### src/rtl/jsilicon_pkg.sv
// Shared definitions for the instruction sequencer: opcodes, FSM state codes
// and instruction field positions.
package jsilicon_pkg;

    localparam logic [2:0] OP_ADD = 3'd0;
    localparam logic [2:0] OP_SUB = 3'd1;
    localparam logic [2:0] OP_MUL = 3'd2;
    localparam logic [2:0] OP_DIV = 3'd3;
    localparam logic [2:0] OP_MOD = 3'd4;
    localparam logic [2:0] OP_CMP = 3'd5;
    localparam logic [2:0] OP_GT  = 3'd6;
    localparam logic [2:0] OP_LT  = 3'd7;

    typedef enum logic [2:0] {
        ST_IDLE   = 3'd0,
        ST_FETCH  = 3'd1,
        ST_DECODE = 3'd2,
        ST_EXEC   = 3'd3,
        ST_WB     = 3'd4
    } state_t;

    localparam int OPC_MSB = 7;
    localparam int OPC_LSB = 5;
    localparam int IMM_MSB = 3;

    // Compare-class opcodes update the flag instead of the accumulator.
    function automatic logic is_cmp_op(input logic [2:0] op);
        return op >= OP_CMP;
    endfunction

endpackage

### src/rtl/instr_sequencer_timer.sv
// EXEC wait counter: loaded to 1 on entry to EXEC, counts up to TIMEOUT and
// flags expiry so the sequencer can abort a hung ALU operation.
module alu_wait_timer #(
    parameter int TIMEOUT = 15
) (
    input  logic clock,
    input  logic reset,
    input  logic load,
    input  logic clear,
    output logic expired
);

    localparam int CNT_W = $clog2(TIMEOUT + 1);

    logic [CNT_W-1:0] count_reg;

    always_ff @(posedge clock) begin
        if (reset) begin
            count_reg <= '0;
        end else if (load) begin
            count_reg <= CNT_W'(1);
        end else if (clear) begin
            count_reg <= '0;
        end else if (!expired) begin
            count_reg <= count_reg + CNT_W'(1);
        end
    end

    assign expired = (count_reg == CNT_W'(TIMEOUT));

endmodule

### src/rtl/instr_sequencer.sv
// Fetch/decode/execute controller between the PC/ROM and the ALU: one PC
// advance per retired instruction, ALU start/done handshake, accumulator writeback.
module instr_sequencer
    import jsilicon_pkg::*;
#(
    parameter int ACC_W   = 8,
    parameter int TIMEOUT = 15
) (
    input  logic             clock,
    input  logic             reset,
    input  logic             ena,
    input  logic             mode_single,
    input  logic             step,
    input  logic [7:0]       instr_in,
    output logic             pc_ena,
    output logic             alu_start,
    output logic [2:0]       alu_opcode,
    output logic [ACC_W-1:0] alu_a,
    output logic [ACC_W-1:0] alu_b,
    input  logic             alu_done,
    input  logic [ACC_W-1:0] alu_result,
    output logic [ACC_W-1:0] acc_out,
    output logic             cmp_flag,
    output logic             busy,
    output logic             error,
    output logic [7:0]       instr_count,
    output logic [2:0]       state_out
);

    state_t           state_reg, state_next;
    logic [7:0]       ir_reg;
    logic             pc_ena_reg, alu_start_reg, error_reg, cmp_reg;
    logic [2:0]       alu_opcode_reg;
    logic [ACC_W-1:0] alu_a_reg, alu_b_reg, result_reg, acc_reg;
    logic [7:0]       count_reg;
    logic             expired, timeout;
    logic             unused_rsv;

    // Bit 4 of the instruction is reserved and deliberately has no effect.
    assign unused_rsv = ir_reg[4];

    alu_wait_timer #(.TIMEOUT(TIMEOUT)) u_timer (
        .clock   (clock),
        .reset   (reset),
        .load    (state_reg == ST_DECODE),
        .clear   (state_reg != ST_EXEC),
        .expired (expired)
    );

    always_comb begin
        state_next = state_reg;
        timeout    = 1'b0;
        case (state_reg)
            ST_IDLE:   if (!error_reg && ena && (!mode_single || step)) state_next = ST_FETCH;
            ST_FETCH:  state_next = ST_DECODE;
            ST_DECODE: state_next = ST_EXEC;
            ST_EXEC: begin
                if (alu_done) begin
                    state_next = ST_WB;
                end else if (expired) begin
                    state_next = ST_IDLE;
                    timeout    = 1'b1;
                end
            end
            ST_WB:     state_next = (ena && !mode_single) ? ST_FETCH : ST_IDLE;
            default:   state_next = ST_IDLE;
        endcase
    end

    always_ff @(posedge clock) begin
        if (reset) begin
            state_reg      <= ST_IDLE;
            ir_reg         <= '0;
            pc_ena_reg     <= 1'b0;
            alu_start_reg  <= 1'b0;
            alu_opcode_reg <= '0;
            alu_a_reg      <= '0;
            alu_b_reg      <= '0;
            result_reg     <= '0;
            acc_reg        <= '0;
            cmp_reg        <= 1'b0;
            error_reg      <= 1'b0;
            count_reg      <= '0;
        end else begin
            state_reg     <= state_next;
            alu_start_reg <= (state_reg == ST_DECODE);
            pc_ena_reg    <= (state_reg == ST_EXEC) && alu_done;
            if (state_reg == ST_FETCH) begin
                ir_reg <= instr_in;
            end
            if (state_reg == ST_DECODE) begin
                alu_opcode_reg <= ir_reg[OPC_MSB:OPC_LSB];
                alu_a_reg      <= acc_reg;
                alu_b_reg      <= ACC_W'(ir_reg[IMM_MSB:0]);
            end
            // Capture the result so writeback does not depend on the ALU holding it.
            if ((state_reg == ST_EXEC) && alu_done) begin
                result_reg <= alu_result;
            end
            if (timeout) begin
                error_reg <= 1'b1;
            end
            if (state_reg == ST_WB) begin
                if (is_cmp_op(alu_opcode_reg)) begin
                    cmp_reg <= result_reg[0];
                end else begin
                    acc_reg <= result_reg;
                end
                count_reg <= count_reg + 8'd1;
            end
        end
    end

    assign pc_ena      = pc_ena_reg;
    assign alu_start   = alu_start_reg;
    assign alu_opcode  = alu_opcode_reg;
    assign alu_a       = alu_a_reg;
    assign alu_b       = alu_b_reg;
    assign acc_out     = acc_reg;
    assign cmp_flag    = cmp_reg;
    assign error       = error_reg;
    assign instr_count = count_reg;
    assign busy        = (state_reg != ST_IDLE);
    assign state_out   = state_reg;

endmodule

### config.mk
export PLATFORM = sky130hd
export DESIGN_NAME = instr_sequencer
export DESIGN_NICKNAME = d
export VERILOG_FILES = /design/src/rtl/jsilicon_pkg.sv /design/src/rtl/instr_sequencer_timer.sv /design/src/rtl/instr_sequencer.sv
export SDC_FILE = /design/constraint.sdc
export NUM_CORES = 1
export LEC_CHECK = 0
export CORE_MARGIN = 2
export CORE_UTILIZATION = 46
export DETAILED_ROUTE_END_ITERATION = 10
export GPL_TIMING_DRIVEN = 0
export HOLD_SLACK_MARGIN = 0.15
export PLACE_DENSITY = 0.88
export SYNTH_ARGS = -nofsm -noshare
export SYNTH_HDL_FRONTEND = slang
export SYNTH_SLANG_ARGS = --single-unit
### constraint.sdc
create_clock -name clock -period 1.54 [get_ports clock]
set_input_delay 0.385 -clock clock [delete_from_list [all_inputs] [get_ports clock]]
set_output_delay 0.385 -clock clock [all_outputs]
set_load 0.02 [all_outputs]
* After elaboration in Yosys (flattened, before gate mapping)
Cells that the tools add are included.
Word-level totals: register bits 58, input port bits 22, output and inout bits 43, word-level logic and storage cells 51
Operators by class: add/sub/neg operators 2, magnitude comparators 1, eq/ne operators 9, multiplexer cells 11, bitwise operators 1, reduce and logical (&&, ||, !) cells 13
Operator list (number):
- $pmux 3 s5 | 1
- $mux 3 | 3
- $add 8x1->8 const B | 1
- $mux 1 | 7
- $eq 3x2->1 const B | 2
- $reduce_and 2->1 | 3
- $add 4x1->4 const B | 1
- $eq 4x4->1 const B | 1
- $logic_and 1x1->1 | 4
- $eq 3x1->1 const B | 1
- $eq 3x3->1 const B | 1
- $ge 3x3->1 const B | 1
- $logic_not 3->1 | 1
- $ne 3x1->1 const B | 1
- $ne 3x2->1 const B | 1
- $ne 3x3->1 const B | 1
- $reduce_bool 3->1 | 1
- $reduce_or 3->1 | 1
- $logic_not 1->1 | 2
- $ne 2x2->1 const B | 1
- $logic_or 1x1->1 | 1
- $not 1->1 | 1

* Longest topological paths before layout
Gate-level depths: netlist of the first run.
depth in word-level cells 5, mapped depth 6, mapped depth without buffers 5

* Cells and area by module
A second synthesis of the first run with hierarchy kept.
Second synthesis, totals: cell total of the unflattened synthesis 246, area, all modules 2253.4 um2
By module, submodules not included:
- instr_sequencer | times used 1, cells an instance 223, area an instance 2064.5 um2, seq. area each 1061.0 um2
- alu_wait_timer | times used 1, cells an instance 23, area an instance 188.9 um2, seq. area each 80.1 um2

* Worst setup path before layout of the first run
No wires, ideal clock.
path type reg2reg, start register state_reg[0], in the netlist state_out[0], end register ir_reg[0], setup time 128 ps, arrival 1304 ps, required time 1412 ps, path slack 108 ps, cell stages (with the launch flop) 6, path buffers 2, period minus slack after synthesis 1432 ps, cells stage by stage dfxtp_1 buf_4 nor3b_1 buf_2 mux2i_1 nor2_1
Between the ends: cells in the longest elaborated chain, start to end 1
Ends and longest elaborated chain:
- start: declaration | line instr_sequencer.sv:30 | state_t state_reg, state_next;
- start signal: assignment | line instr_sequencer.sv:85 | state_reg <= state_next;
- $eq 3x1->1 | line instr_sequencer.sv:88 | if (state_reg == ST_FETCH) begin
- end signal: assignment | line instr_sequencer.sv:89 | ir_reg <= instr_in;
- end: declaration | line instr_sequencer.sv:31 | logic [7:0] ir_reg;
No other way between the ends. A chain may end at the register's enable or synchronous reset.

* Final worst setup path of the first run
start register state_reg[0], in the netlist state_out[0], end output port busy
Between the ends: cells in the longest elaborated chain, start to end 1
Ends and longest elaborated chain:
- $reduce_bool 3->1 | line instr_sequencer.sv:123 | assign busy = (state_reg != ST_IDLE);
- end: declaration | line instr_sequencer.sv:24 | output logic busy,
No other way between the ends.

==> results of run 1 <==
-- synth_stat cells (all sizes together) --
library cell	count	area (µm²)
xnor2	4	35.0
nand3b	2	15.0
inv	1	3.75
or3	3	18.8
a211oi	1	7.51
dfxtp	57	1140
o211ai	1	7.51
nor2	25	96.4
xor2	2	17.5
nor3	5	25.0
nor3b	3	27.5
buf	12	73.8
nor2b	1	8.76
nand2	61	229
nand4	2	12.5
a22o	1	8.76
nand3	11	55.1
o21ai	4	20.0
ha	2	25.0
and3	1	6.26
clkbuf	5	18.8
nand4bb	1	11.3
a31oi	3	18.8
mux2i	10	100
conb	1	3.75
nand2b	3	18.8
a21oi	35	175
-- worst register-to-register path, cell delays in order (launching register included) --
cell	delay, ps
sky130_fd_sc_hd__dfxtp_4	340
sky130_fd_sc_hd__buf_6	100
sky130_fd_sc_hd__buf_4	150
sky130_fd_sc_hd__nor3b_1	240
sky130_fd_sc_hd__buf_4	230
sky130_fd_sc_hd__mux2i_1	200
sky130_fd_sc_hd__nor2_1	60
-- cells in the final DEF, fill, tap and decap left out, types with 2 or more instances in the layout --
cell	count
sky130_fd_sc_hd__dfxtp_2	2
sky130_fd_sc_hd__nand3b_1	2
sky130_fd_sc_hd__nor2_1	24
sky130_fd_sc_hd__clkbuf_1	8
sky130_fd_sc_hd__conb_1	4
sky130_fd_sc_hd__clkdlybuf4s15_1	3
sky130_fd_sc_hd__clkdlybuf4s50_1	19
sky130_fd_sc_hd__clkbuf_8	11
sky130_fd_sc_hd__buf_4	8
sky130_fd_sc_hd__xor2_1	2
sky130_fd_sc_hd__or3_1	2
sky130_fd_sc_hd__dfxtp_1	54
sky130_fd_sc_hd__dlygate4sd2_1	35
sky130_fd_sc_hd__a21oi_1	35
sky130_fd_sc_hd__buf_2	4
sky130_fd_sc_hd__a31oi_1	3
sky130_fd_sc_hd__nand2_1	61
sky130_fd_sc_hd__mux2i_1	10
sky130_fd_sc_hd__o21ai_0	3
sky130_fd_sc_hd__nand4_1	2
sky130_fd_sc_hd__nand3_1	11
sky130_fd_sc_hd__nor3b_1	2
sky130_fd_sc_hd__xnor2_1	4
sky130_fd_sc_hd__nand2b_1	3
sky130_fd_sc_hd__nor3_1	5
sky130_fd_sc_hd__buf_6	2
sky130_fd_sc_hd__ha_1	2
-- metrics by stage --
| stage | hold slack [ps] | setup TNS [ps] |
|---|---|---|
| 2_1_floorplan | 431 | 0 |
| 3_3_place_gp | 443 | -247 |
| 3_5_place_dp | 446 | -352 |
| 4_1_cts | 439 | -194 |
| 5_1_grt | 465 | -211 |
| 6_report | 451 | -121 |
-- final cells by class --
type,instances,area [µm²]
buffer,17,98.8
clock buffer,14,163
fill,409,1660
inverter,1,3.75
multi-input combinational,185,968
sequential,57,1150
tap,54,67.6
timing repair buffer,60,553
-- power by group through the flow --
| stage | clock [mW] | sequential (mW) | combinational (mW) |
|---|---|---|---|
| after floorplan | 0 | 1.57 | 0.162 |
| after global placement | 0 | 1.56 | 0.289 |
| after detailed placement | 0 | 1.57 | 0.295 |
| after CTS | 1.20 | 1.54 | 0.284 |
| after global routing | 1.26 | 1.54 | 0.344 |
| final | 1.17 | 1.53 | 0.316 |
-- final timing paths --
path,endpoint,slack (ps),start,cells past startpoint
setup / recovery,busy,-120,state_out[0]$_SDFFE_PP0P_,3
hold reg to reg,alu_b[3]$_SDFFE_PP0N_,450,alu_b[3]$_SDFFE_PP0N_,2
setup reg to reg,ir_reg[7]$_SDFFE_PP0N_,90,state_out[0]$_SDFFE_PP0P_,6
hold / removal,alu_b[3]$_SDFFE_PP0N_,450,alu_b[3]$_SDFFE_PP0N_,2
-- routing by layer --
layer  wire length (µm)  vias up  track usage, %  share of wire [%]
met3                289        8            8.29                5.9
li1                   -     1001               -                  -
met4                 94        0            8.02                1.9
met1               2160      903            23.5                 44
met5                  0        -               0                  0
met2               2390       57            31.1                 48
-- cells by family after synthesis --
family | after synthesis
xor+xnor | 6
compound gates | 45
simple gates | 118
mux | 10
flops | 57
other cells | 1
fa+ha+maj | 2
buf+inv | 18
-- repair_timing --
| action | in CTS | in global routing |
|---|---|---|
| pin swaps | 0 | 0 |
| buffers inserted | 0 | 2 |
| endpoints found under the setup margin | 40 | 18 |
| gates resized for setup | 45 | 12 |
==> metrics.yaml, run 1 <==
run_status: "complete, but fails checks"
failed_checks: "negative setup slack"
floorplan.die.height_um: 72.9
core_area_um2: 4660
cp_data_required_time_ps: 1150
critPathSlowestCell: "sky130_fd_sc_hd__or3_4"
pin_count: 65
post-route-period-util_pct: 108
viasPerCell: 5.07
critPathMaxStageDelay_ps: 360
cts.hold.buffers_added: 0
initialDrtViolationCount: 104
grt_max_degree: 11
dominant_combinational_cell_family_by_area_after_synthesis: "simple AND/OR/NAND/NOR gates"
critPathTopFamily: "simple AND/OR/NAND/NOR gates"
ir_worst_vdd_mv: 0.633
final_core_util_pct: 64.4
route.vias.total: 1969
fmax_ghz: 0.602
antenna_violations_before_repair: 0
worst_setup_hold_path_clk_slew_ps: 60
first_pass_detailed_route_iteration_total: 4
synth.ff_latch_count: 57
routed_wl_um: 4930
final_area_um2: 3000
max_cap_violations: 0
syn2layout_area_growth_pct: 37.6
layout_setup_ws_ps: -121
period_needed_ps: 1660
p_comb_share_pct: 10.5
worst_path_most_repeated_cell: "sky130_fd_sc_hd__buf_6"
cts.htree.levels: 3
path_max_fanout: 4
cp.arrival_ps: 1280
cp-start-kind: "register"
setup-violations-final: 1
route.detailed.wl_per_inst_um: 12.7
post_synth_instance_area_um2: 2180
internal-power_mw: 2.31
dp_hpwl_um: 3470
sequentialPowerShare_pct: 50.7
fp.dieArea_um2: 5310
grt_usage_pct: 19.6
fin_skew_ps: 4.50
powerDensity_nw_per_um2: 1010
final_nets: 355
post_route_cells_drive_above_1_share_pct: 9.88
yosys.area_share.adder_pct: 1.15
timing.critical_path.cells: "buf_6 > or3_4 > buf_6"
cts_buffers: 9
power_leakage_nw: 1.25
vias_in_the_first_global_route: 1727
power_frac_clock_pct: 38.8
setup.worst_path.end_class: "output port"
die-width_um: 72.9
cts_tree: "done"
path_buf_inv: 2
synth_instances: 257
timing_worst_setup_path_type: "register to output port"
dp.cells: 372
rsz0062_at_grt: "yes"
grt_first_pass_wirelength_um: 7750
clk_latency_worst_skew_pair_ps: 330
timing.final.max_slew_violations: 0
yosys_warnings: 0
initial_utilization_pct: 46.8
instances_no_fill: 388
drc: 0
core.rowCount: 25
pre_cts_ws_ps: -242
synth.mux.area_fraction_pct: 4.59
synthDistinctLibCells: 32
hold_crit_class: "register to register"
synthesized_area_fraction_occupied_by_xor_and_xnor_cells_pct: 2.41
global_route_total_overflow: 0
port_buffers: 58
number_of_nets_with_antenna_violations_after_routing: 0
p_sw_share_pct: 23.5
total_power_mw: 3.02
standard_cell_area_after_detailed_placement_um2: 2840
basic_gate_share_of_the_synthesized_area_counting_and_or_nand_and_nor_cells_pct: 24.0
gp_congestion: 0.810
diodes: 0
post_synth.cell_area_avg_um2: 8.49
max-clock-path-buffers: 2
synth-seq-area-share_pct: 52.3
final_hold_viol_count: 0
synth_compound_gate_area_share_pct: 10.9
clock_tree.root_cell: "sky130_fd_sc_hd__clkbuf_8"
p_switching_uw: 709
tritoncts_num_sinks: 57
No activity file was read; power rests on OpenSTA's default activity.
==> inputs of run 2 (changes only) <==
--- a/config.mk
+++ b/config.mk
@@ -11,6 +11,8 @@
 export GPL_TIMING_DRIVEN = 0
 export HOLD_SLACK_MARGIN = 0.15
 export PLACE_DENSITY = 0.88
+export SETUP_SLACK_MARGIN = 0.1
+export SKIP_CTS_REPAIR_TIMING = 1
 export SYNTH_ARGS = -nofsm -noshare
 export SYNTH_HDL_FRONTEND = slang
 export SYNTH_SLANG_ARGS = --single-unit
==> run 2 against run 1 <==
Compared with the run above:
- the run still ends with negative setup slack left
- via count rose by 0.41%
- clock-buffer cell count did not move
- non-clock buffer count fell by 2
- sequential share of layout area fell by 1.3 points
- largest power group unchanged
- highest routed layer unchanged
==> metrics.yaml, run 2 (synthesized netlist as in run 1, its figures left out) <==
pin_count: 65  # unchanged
final_area_um2: 3100  # +3.3%
holdWs_ps: 450  # -0.991 ps
run_status: "complete, but fails checks"
instances_no_fill: 386  # -0.52%
standard_cell_area_after_detailed_placement_um2: 2840  # unchanged
grt_usage_pct: 19.4  # -0.17 points
antenna_violations_before_repair: 0  # unchanged
nFillCells: 384  # -6.1%
syn2layout_area_growth_pct: 42.2
ff2ff_path_depth: 4  # -2
layout_common_cells: "sky130_fd_sc_hd__nand2_1, sky130_fd_sc_hd__dfxtp_1, sky130_fd_sc_hd__dlymetal6s2s_1, sky130_fd_sc_hd__a21oi_1, sky130_fd_sc_hd__nor2_1"
timing.hold.worst_path_depth: 2  # unchanged
layout_setup_ws_ps: -163  # -41.2 ps
initialDrtViolationCount: 87  # -16%
grt_first_pass_wirelength_um: 7670  # -0.98%
route.vias.total: 1977  # +0.41%
final_nets: 353  # -0.56%
total_power_mw: 3.01  # -0.56%
dp_hpwl_um: 3470  # unchanged
gp_congestion: 0.810  # unchanged
die-width_um: 72.9  # unchanged
tritoncts_num_sinks: 57  # unchanged
fp.dieArea_um2: 5310  # unchanged
vias_in_the_first_global_route: 1711  # -0.93%
hold_crit_class: "input pin to register"
cp.arrival_ps: 1320  # +40 ps
route.detailed.wl_per_inst_um: 13.2  # +3.9%
timing_worst_setup_path_type: "register to output port"
cp_data_required_time_ps: 1150  # about the same
global_route_total_overflow: 0  # unchanged
initial_utilization_pct: 46.8  # unchanged
drc: 0  # unchanged
pre_cts_ws_ps: -242  # unchanged
period_needed_ps: 1700  # +41.2 ps
final_hold_viol_count: 0  # unchanged
ir_worst_vdd_mv: 0.635  # +0.39%
post-route-period-util_pct: 111  # +2.7 points
first_pass_detailed_route_iteration_total: 4  # unchanged
max_cap_violations: 0  # unchanged
routed_wl_um: 5090  # +3.3%
fin_skew_ps: 6.65  # +2.15 ps
max-clock-path-buffers: 2  # unchanged
port_buffers: 58  # unchanged
core_area_um2: 4660  # unchanged
grt_max_degree: 11  # unchanged
diodes: 0  # unchanged
setup-violations-final: 1  # unchanged
clock_tree.root_cell: "sky130_fd_sc_hd__clkbuf_8"
powerDensity_nw_per_um2: 969  # -3.8%
timing.final.max_slew_violations: 0  # unchanged
setup.worst_path.end_class: "output port"
cts.htree.levels: 3  # unchanged
clk_latency_worst_skew_pair_ps: 330  # about the same
post_route_cells_drive_above_1_share_pct: 9.94  # +0.060 points
dp.cells: 372  # unchanged
worst_setup_hold_path_clk_slew_ps: 60  # about the same
layout_commonest_cell: "sky130_fd_sc_hd__nand2_1"
power_leakage_nw: 1.74  # +39%
fmax_ghz: 0.587  # -2.4%
cts_tree: "done"
core.rowCount: 25  # unchanged
path_max_fanout: 10  # +6
floorplan.die.height_um: 72.9  # unchanged
number_of_nets_with_antenna_violations_after_routing: 0  # unchanged
viasPerCell: 5.12  # +0.93%
rsz0062_at_grt: "yes"
cts_buffers: 9  # unchanged
cp-start-kind: "register"
failed_checks: "negative setup slack"
-- run 2: cell types whose count changed in the layout (fill, tap and decap cells not counted), moves of 2 or more --
cell                              previous run  this run
sky130_fd_sc_hd__dlymetal6s2s_1              0        36
sky130_fd_sc_hd__dlygate4sd2_1              35         0
sky130_fd_sc_hd__clkdlybuf4s15_1             3         0
sky130_fd_sc_hd__buf_4                       8         6
sky130_fd_sc_hd__clkbuf_2                    0         2
-- run 2: per-stage QoR --
stage | TNS, ps | utilization [%]
2_1_floorplan | 0 | -
3_3_place_gp | -247 | 60.9
3_5_place_dp | -352 | 60.9
4_1_cts | -7170 | 64.4
5_1_grt | -579 | 66.6
6_report | -163 | 66.6
-- run 2: report_power, final --
group          internal [mW]  switching, mW  total, mW  leakage (nW)
Sequential              1.51         0.0300       1.54         0.462
Clock                  0.655          0.520       1.17        0.0826
Combinational          0.137          0.157      0.294          1.19
-- run 2: cell type report --
type	count	area, µm²	area share [%]
Buffer	17	98.8	3.19
Clock buffer	14	163	5.24
Inverter	1	3.75	0.121
Multi-Input combinational cell	185	968	31.2
Sequential cell	57	1140	36.9
Tap cell	54	67.6	2.18
Timing Repair Buffer	58	656	21.1
-- run 2: final timing paths --
kind | startpoint | endpoint | slack (ps)
max | state_out[0]$_SDFFE_PP0P_ | busy | -160
min | reset | u_timer.count_reg[0]$_SDFFE_PP0P_ | 450
max reg2reg | state_out[2]$_SDFFE_PP0P_ | acc_out[6]$_SDFFE_PP0P_ | 60
min reg2reg | alu_b[3]$_SDFFE_PP0N_ | alu_b[3]$_SDFFE_PP0N_ | 450
-- run 2: per-layer routing --
metal / part of all wire (%) / global-route usage, % / vias up
li1: - / - / 999
met1: 42 / 23.0 / 905
met2: 50 / 31.0 / 65
met3: 6.4 / 8.29 / 8
met4: 1.9 / 8.02 / 0
met5: 0 / 0 / -
-- run 2: worst max-delay path, stage by stage, from the launching register on --
cell                      delay, ps
sky130_fd_sc_hd__dfxtp_2        350
sky130_fd_sc_hd__buf_6          140
sky130_fd_sc_hd__or3_1          330
sky130_fd_sc_hd__buf_2          160
==> inputs of run 3 (changes only) <==
--- a/config.mk
+++ b/config.mk
@@ -5,6 +5,7 @@
 export SDC_FILE = /design/constraint.sdc
 export NUM_CORES = 1
 export LEC_CHECK = 0
+export CAP_MARGIN = 20
 export CORE_MARGIN = 2
 export CORE_UTILIZATION = 46
 export DETAILED_ROUTE_END_ITERATION = 10
==> results of run 3 <==
Same layout as run 2: the final DEF is identical, and so are final timing and power.
